--- config.mk ---
export PLATFORM = sky130hd
export DESIGN_NAME = alu_exec_unit
export DESIGN_NICKNAME = d
export VERILOG_FILES = /design/src/rtl/alu_exec_unit_pkg.sv /design/src/rtl/alu_exec_unit_alu_op_decoder.sv /design/src/rtl/alu_exec_unit.sv
export SDC_FILE = /design/constraint.sdc
export NUM_CORES = 1
export LEC_CHECK = 0
export BUFFER_PORTS_ARGS = -buffer_cell sky130_fd_sc_hd__buf_2
export CAP_MARGIN = 20
export CELL_PAD_IN_SITES_DETAIL_PLACEMENT = 1
export CELL_PAD_IN_SITES_GLOBAL_PLACEMENT = 1
export CORE_UTILIZATION = 40
export CTS_CLUSTER_SIZE = 8
export DETAILED_ROUTE_END_ITERATION = 8
export GPL_ROUTABILITY_DRIVEN = 0
export PLACE_DENSITY = 0.95
export SLEW_MARGIN = 20
export SYNTH_ARGS = -nofsm -noshare
export SYNTH_HDL_FRONTEND = slang
export SYNTH_HIERARCHICAL = 1
export SYNTH_SLANG_ARGS = --single-unit
--- constraint.sdc ---
create_clock -name clk -period 10.1 [get_ports clk]
set_input_delay 0.505 -clock clk [delete_from_list [all_inputs] [get_ports clk]]
set_output_delay 0.505 -clock clk [all_outputs]
set_load 0.005 [all_outputs]
--- src/rtl/alu_exec_unit_pkg.sv ---
// Shared encodings and types for the MIPS-lite execute-stage arithmetic block.
package alu_exec_unit_pkg;

  localparam int unsigned DATA_W  = 32;
  localparam int unsigned GOUT_W  = 3;
  localparam int unsigned ALUOP_W = 2;
  localparam int unsigned FNIB_W  = 4;

  typedef enum logic [GOUT_W-1:0] {
    ALU_AND = 3'b000,
    ALU_OR  = 3'b001,
    ALU_ADD = 3'b010,
    ALU_NOR = 3'b100,
    ALU_SUB = 3'b110,
    ALU_SLT = 3'b111
  } alu_op_e;

  typedef enum logic [ALUOP_W-1:0] {
    ALUOP_MEM    = 2'b00,
    ALUOP_BRANCH = 2'b01,
    ALUOP_RTYPE  = 2'b10,
    ALUOP_ORI    = 2'b11
  } aluop_e;

  // Low nibble of the R-type funct field.
  localparam logic [FNIB_W-1:0] FUNCT_ADD = 4'b0000;
  localparam logic [FNIB_W-1:0] FUNCT_SUB = 4'b0010;
  localparam logic [FNIB_W-1:0] FUNCT_AND = 4'b0100;
  localparam logic [FNIB_W-1:0] FUNCT_OR  = 4'b0101;
  localparam logic [FNIB_W-1:0] FUNCT_NOR = 4'b0111;
  localparam logic [FNIB_W-1:0] FUNCT_SLT = 4'b1010;

  typedef struct packed {
    logic v;
    logic z;
    logic n;
  } status_flags_t;

endpackage

--- src/rtl/alu_exec_unit_alu_op_decoder.sv ---
// ALU-control decoder: ALUOp plus funct low nibble to a 3-bit ALU operation.
module alu_op_decoder
  import alu_exec_unit_pkg::*;
(
  input  logic              aluop1_i,
  input  logic              aluop0_i,
  input  logic [FNIB_W-1:0] funct_i,
  output alu_op_e           gout_o
);

  always_comb begin
    gout_o = ALU_ADD;
    case (aluop_e'({aluop1_i, aluop0_i}))
      ALUOP_MEM:    gout_o = ALU_ADD;
      ALUOP_BRANCH: gout_o = ALU_SUB;
      ALUOP_ORI:    gout_o = ALU_OR;
      ALUOP_RTYPE: begin
        case (funct_i)
          FUNCT_ADD: gout_o = ALU_ADD;
          FUNCT_SUB: gout_o = ALU_SUB;
          FUNCT_AND: gout_o = ALU_AND;
          FUNCT_OR:  gout_o = ALU_OR;
          FUNCT_NOR: gout_o = ALU_NOR;
          FUNCT_SLT: gout_o = ALU_SLT;
          default:   gout_o = ALU_ADD;
        endcase
      end
      default: gout_o = ALU_ADD;
    endcase
  end

endmodule

--- src/rtl/alu_exec_unit.sv ---
// Execute stage: ALU control, 32-bit ALU with flags, PC adders and V/Z/N status register.
module alu_exec_unit
  import alu_exec_unit_pkg::*;
#(
  parameter int unsigned WIDTH = DATA_W
) (
  input  logic             clk,
  input  logic             rst,
  input  logic             aluop1,
  input  logic             aluop0,
  input  logic [5:0]       funct,
  input  logic [WIDTH-1:0] a,
  input  logic [WIDTH-1:0] b,
  input  logic [WIDTH-1:0] pc,
  input  logic [WIDTH-1:0] imm_ext,
  output logic [2:0]       gout,
  output logic [WIDTH-1:0] alu_result,
  output logic             zout,
  output logic             vout,
  output logic             nout,
  output logic [WIDTH-1:0] pc_plus4,
  output logic [WIDTH-1:0] branch_target,
  output logic             v_flag,
  output logic             z_flag,
  output logic             n_flag
);

  alu_op_e       alu_op;
  logic [WIDTH-1:0] sum;
  logic [WIDTH-1:0] diff;
  logic          add_ovf;
  logic          sub_ovf;
  status_flags_t flags_d;
  status_flags_t flags_q;
  logic          unused_bits;

  assign unused_bits = ^{funct[5:4], imm_ext[WIDTH-1:WIDTH-2]};

  alu_op_decoder u_dec (
    .aluop1_i (aluop1),
    .aluop0_i (aluop0),
    .funct_i  (funct[3:0]),
    .gout_o   (alu_op)
  );

  assign gout = alu_op;

  assign sum     = a + b;
  assign diff    = a - b;
  assign add_ovf = (a[WIDTH-1] == b[WIDTH-1]) && (sum[WIDTH-1]  != a[WIDTH-1]);
  assign sub_ovf = (a[WIDTH-1] != b[WIDTH-1]) && (diff[WIDTH-1] != a[WIDTH-1]);

  // SLT uses sign-of-difference corrected by overflow so extreme operands compare right.
  always_comb begin
    alu_result = '0;
    vout       = 1'b0;
    case (alu_op)
      ALU_AND: alu_result = a & b;
      ALU_OR:  alu_result = a | b;
      ALU_NOR: alu_result = ~(a | b);
      ALU_ADD: begin
        alu_result = sum;
        vout       = add_ovf;
      end
      ALU_SUB: begin
        alu_result = diff;
        vout       = sub_ovf;
      end
      ALU_SLT: alu_result = {(WIDTH-1)'(0), diff[WIDTH-1] ^ sub_ovf};
      default: alu_result = '0;
    endcase
  end

  assign zout = (alu_result == '0);
  assign nout = alu_result[WIDTH-1];

  assign pc_plus4      = pc + WIDTH'(4);
  assign branch_target = pc_plus4 + {imm_ext[WIDTH-3:0], 2'b00};

  assign flags_d = '{v: vout, z: zout, n: nout};

  // Status register samples every edge; reset clears it asynchronously.
  always_ff @(posedge clk or posedge rst) begin
    if (rst) flags_q <= '0;
    else     flags_q <= flags_d;
  end

  assign v_flag = flags_q.v;
  assign z_flag = flags_q.z;
  assign n_flag = flags_q.n;

endmodule

==> impl_metrics.yaml <==
outcome:
  outcome: "completed"
power:
  power_leakage_nw: 4.24
  p_sw_mw: 0.353
  power.share.sequential_pct: 2.1
  combPwrFrac_pct: 88.3
  vdd_ir_drop_max_mv: 0.0607
  p_clk_share_pct: 9.6
  p_int_mw: 0.295
  switching_share_pct: 54.5
  power_density_nw_per_um2: 74.5
floorplanning:
  placeableCoreArea_sq_um: 18000
  io_pins: 243
  std_cell_rows: 49
  chipWidth_um: 138
  die_area_sq_um: 18900
  start_util_pct: 40.8
  die_h_um: 138
routing:
  drt_iter0_drc: 519
  wirelength_mm: 29.5
  drc: 0
  post_drt_wl_per_cell_um: 19.4
  via_count: 9312
  ant_nets: 0
  dr.pass1.iters: 5
  vias_per_cell: 6.14
final_layout:
  seqCellArea_sq_um: 75.1
  finalInstanceArea_sq_um: 8690
  fill_cells: 2487
  final_nets: 1560
  multi_input_area_sq_um: 6630
  area_delta_synth_final_pct: 18.1
  most-common-layout-cells: "buf_2 (232), ha_1 (132), nor2_1 (125), inv_1 (103), a21oi_1 (89)"
  layout_commonest_cell: "buf_2"
  drive_gt1_share_pct: 21.2
worst_setup_path:
  startpoint: "a[6]"
  start_kind: "input pin"
  arrival_ps: 6750
  crit_fanout: 10
  endpoint_kind: "primary output"
  criticalPathCategory: "input pin to primary output"
  worstPathRequired_ps: 9600
cts:
  cts-resized-gates: 0
  htree_levels: 1
  path_clk_slew_ps: 30
  cts_setup_buffers: 0
  cts_made_buffers: 3
  clockBufferDepth: 2
  root_buffer: "clkbuf_16"
  cts_hold_buf: 0
  cts_num_sinks: 3
  cts_tree: "yes"
logic_synthesis:
  syn_area_per_cell_sq_um: 6.73
  synth_top_area_cell: "ha_1"
  syn-num-nets: 1367
  synthArstFlopShare_pct: 100
  synth_top_cell_area_share_pct: 22.4
  yosysWarnings: 6
  synth_cell_types: 88
  synth-main-ff-cell: "dfrtp_1"
  syn_inst: 1093
  syn_area_sq_um: 7360
  synth_area_leaders: "ha_1 (22%), xnor2_1 (6.4%), nor2_1 (6.4%)"
  synth_edf_count: 0
  ys_seq_area_share_pct: 1.02
  ys_seq_elements: 3
placement:
  placed_area_sq_um: 8610
  dpl.hpwl_mm: 24.4
  port_buffers: 232
timing:
  worst_slew_pin_slew_ps: 884
  timing.hold.ws_ps: 144
  period_minus_slack_ps: 7250
  tns_ps: 0
  rsz0062_at_grt: "false"
  fmax_mhz: 138
  hold_viol: 0
  setup_viol_count_final: 0
  period_share_pct: 71.8
  maxSlewHeadroom_pct: 40.2
  drv_slew: 0
global_routing:
  use_met3_pct: 4.16
  gr-usage-met2_pct: 55.2
  grt_usage_pct: 30.1
  grt_use_met1_pct: 35.4
  busiest_layer: "met2"
  first_global_vias: 9429
  grt_max_degree: 67
  grt_pass1_wl_mm: 46.3
  grt-ovfl-total: 0
  grt_antenna_before_repair: 2
run:
  maxCapViolCount: 0
min_path:
  holdCritPathClass: "input pin to asynchronous set/reset pin"
stage by stage:
| step | utilization [%] | worst slack (ps) | power, mW | std cells |
|---|---|---|---|---|
| global route | 48.2 | 2630 | 0.703 | 1516 |
| global placement | 47.8 | 3160 | 0.547 | 1510 |
| detailed placement | 47.8 | 3040 | 0.573 | 1510 |
| CTS | 48.2 | 3020 | 0.639 | 1514 |
| finish | 48.2 | 2850 | 0.648 | 1516 |
| floorplan | - | 4620 | 0.371 | 1093 |
registers in the layout, summed over array words and instances, names as in the netlist:
register	cells
z_flag	1
n_flag	1
v_flag	1
cell type report:
class | count | share of cell area, %
inverter | 105 | 4.53
sequential | 3 | 0.864
clock buffer | 4 | 0.907
tap | 229 | 3.30
timing repair buffer | 240 | 14.1
multi-input combinational | 933 | 76.3
antenna | 2 | 0.0576
cell families after synthesis:
group | after synthesis | synth area share (%)
AND/OR/NAND/NOR | 364 | 24.0
AO/OA/AOI/OAI | 356 | 33.1
adder cells (fa/ha/maj) | 136 | 23.5
multiplexers | 8 | 1.11
XOR/XNOR | 69 | 8.21
flip-flops | 3 | 1.02
buffers and inverters | 157 | 9.05
power groups by stage:
stage               combinational, mW  sequential [mW]  clock [mW]
finish                          0.572           0.0136      0.0622
floorplan                       0.357           0.0140           0
global placement                0.533           0.0141           0
detailed placement              0.559           0.0138           0
global route                    0.624           0.0137      0.0652
CTS                             0.562           0.0137      0.0635
cell usage after synthesis, types with 4 or more instances:
master       n
ha_1       132
nor2_1     125
inv_1      103
a21oi_1     89
nand2_1     71
o21ai_0     57
xnor2_1     54
nor3_1      37
nand3_1     29
clkbuf_1    27
a211oi_1    24
a2111oi_0   20
a21o_1      19
nand2b_1    19
nand4_1     15
o21bai_1    15
xor2_1      15
a31oi_1     14
o22ai_1     14
o21a_1      13
buf_4       12
o221ai_1    12
nor2b_1     11
o211ai_1    10
buf_2        9
nor4_1       8
or3_1        8
mux2i_1      7
and2_1       6
or2_2        6
and3_1       5
o31ai_1      5
and4_1       4
fa_1         4
o311ai_0     4
or4_1        4
routing by layer:
metal  vias up  wire length, um
met5         -                0
li1       4355                -
met1      4452            11800
met2       425            14500
met4         0              862
met3        80             2290
worst max-delay path: stages:
cell	delay (ps)
buf_2	120
inv_1	50
ha_1	420
nor4_1	320
o2111ai_1	190
a31oi_1	480
o2111ai_1	190
a21oi_1	390
a211oi_1	160
nor2_1	220
a21oi_1	120
nor2_1	100
nor2_1	60
fa_1	450
a31oi_1	200
a21oi_1	110
or3_1	340
or3_1	320
or4_1	450
nor4_1	440
o2111ai_1	250
or4_1	500
nor2_1	220
buf_2	150
how the worst max path moves through the flow:
stage            to  slack (ps)  cells past startpoint
2_1_floorplan  zout        4620                     23
3_3_place_gp   zout        3160                     24
3_5_place_dp   zout        3040                     24
4_1_cts        zout        3020                     24
5_1_grt        zout        2630                     24
6_report       zout        2850                     24
Note: power is estimated with default switching activity, not from simulation.
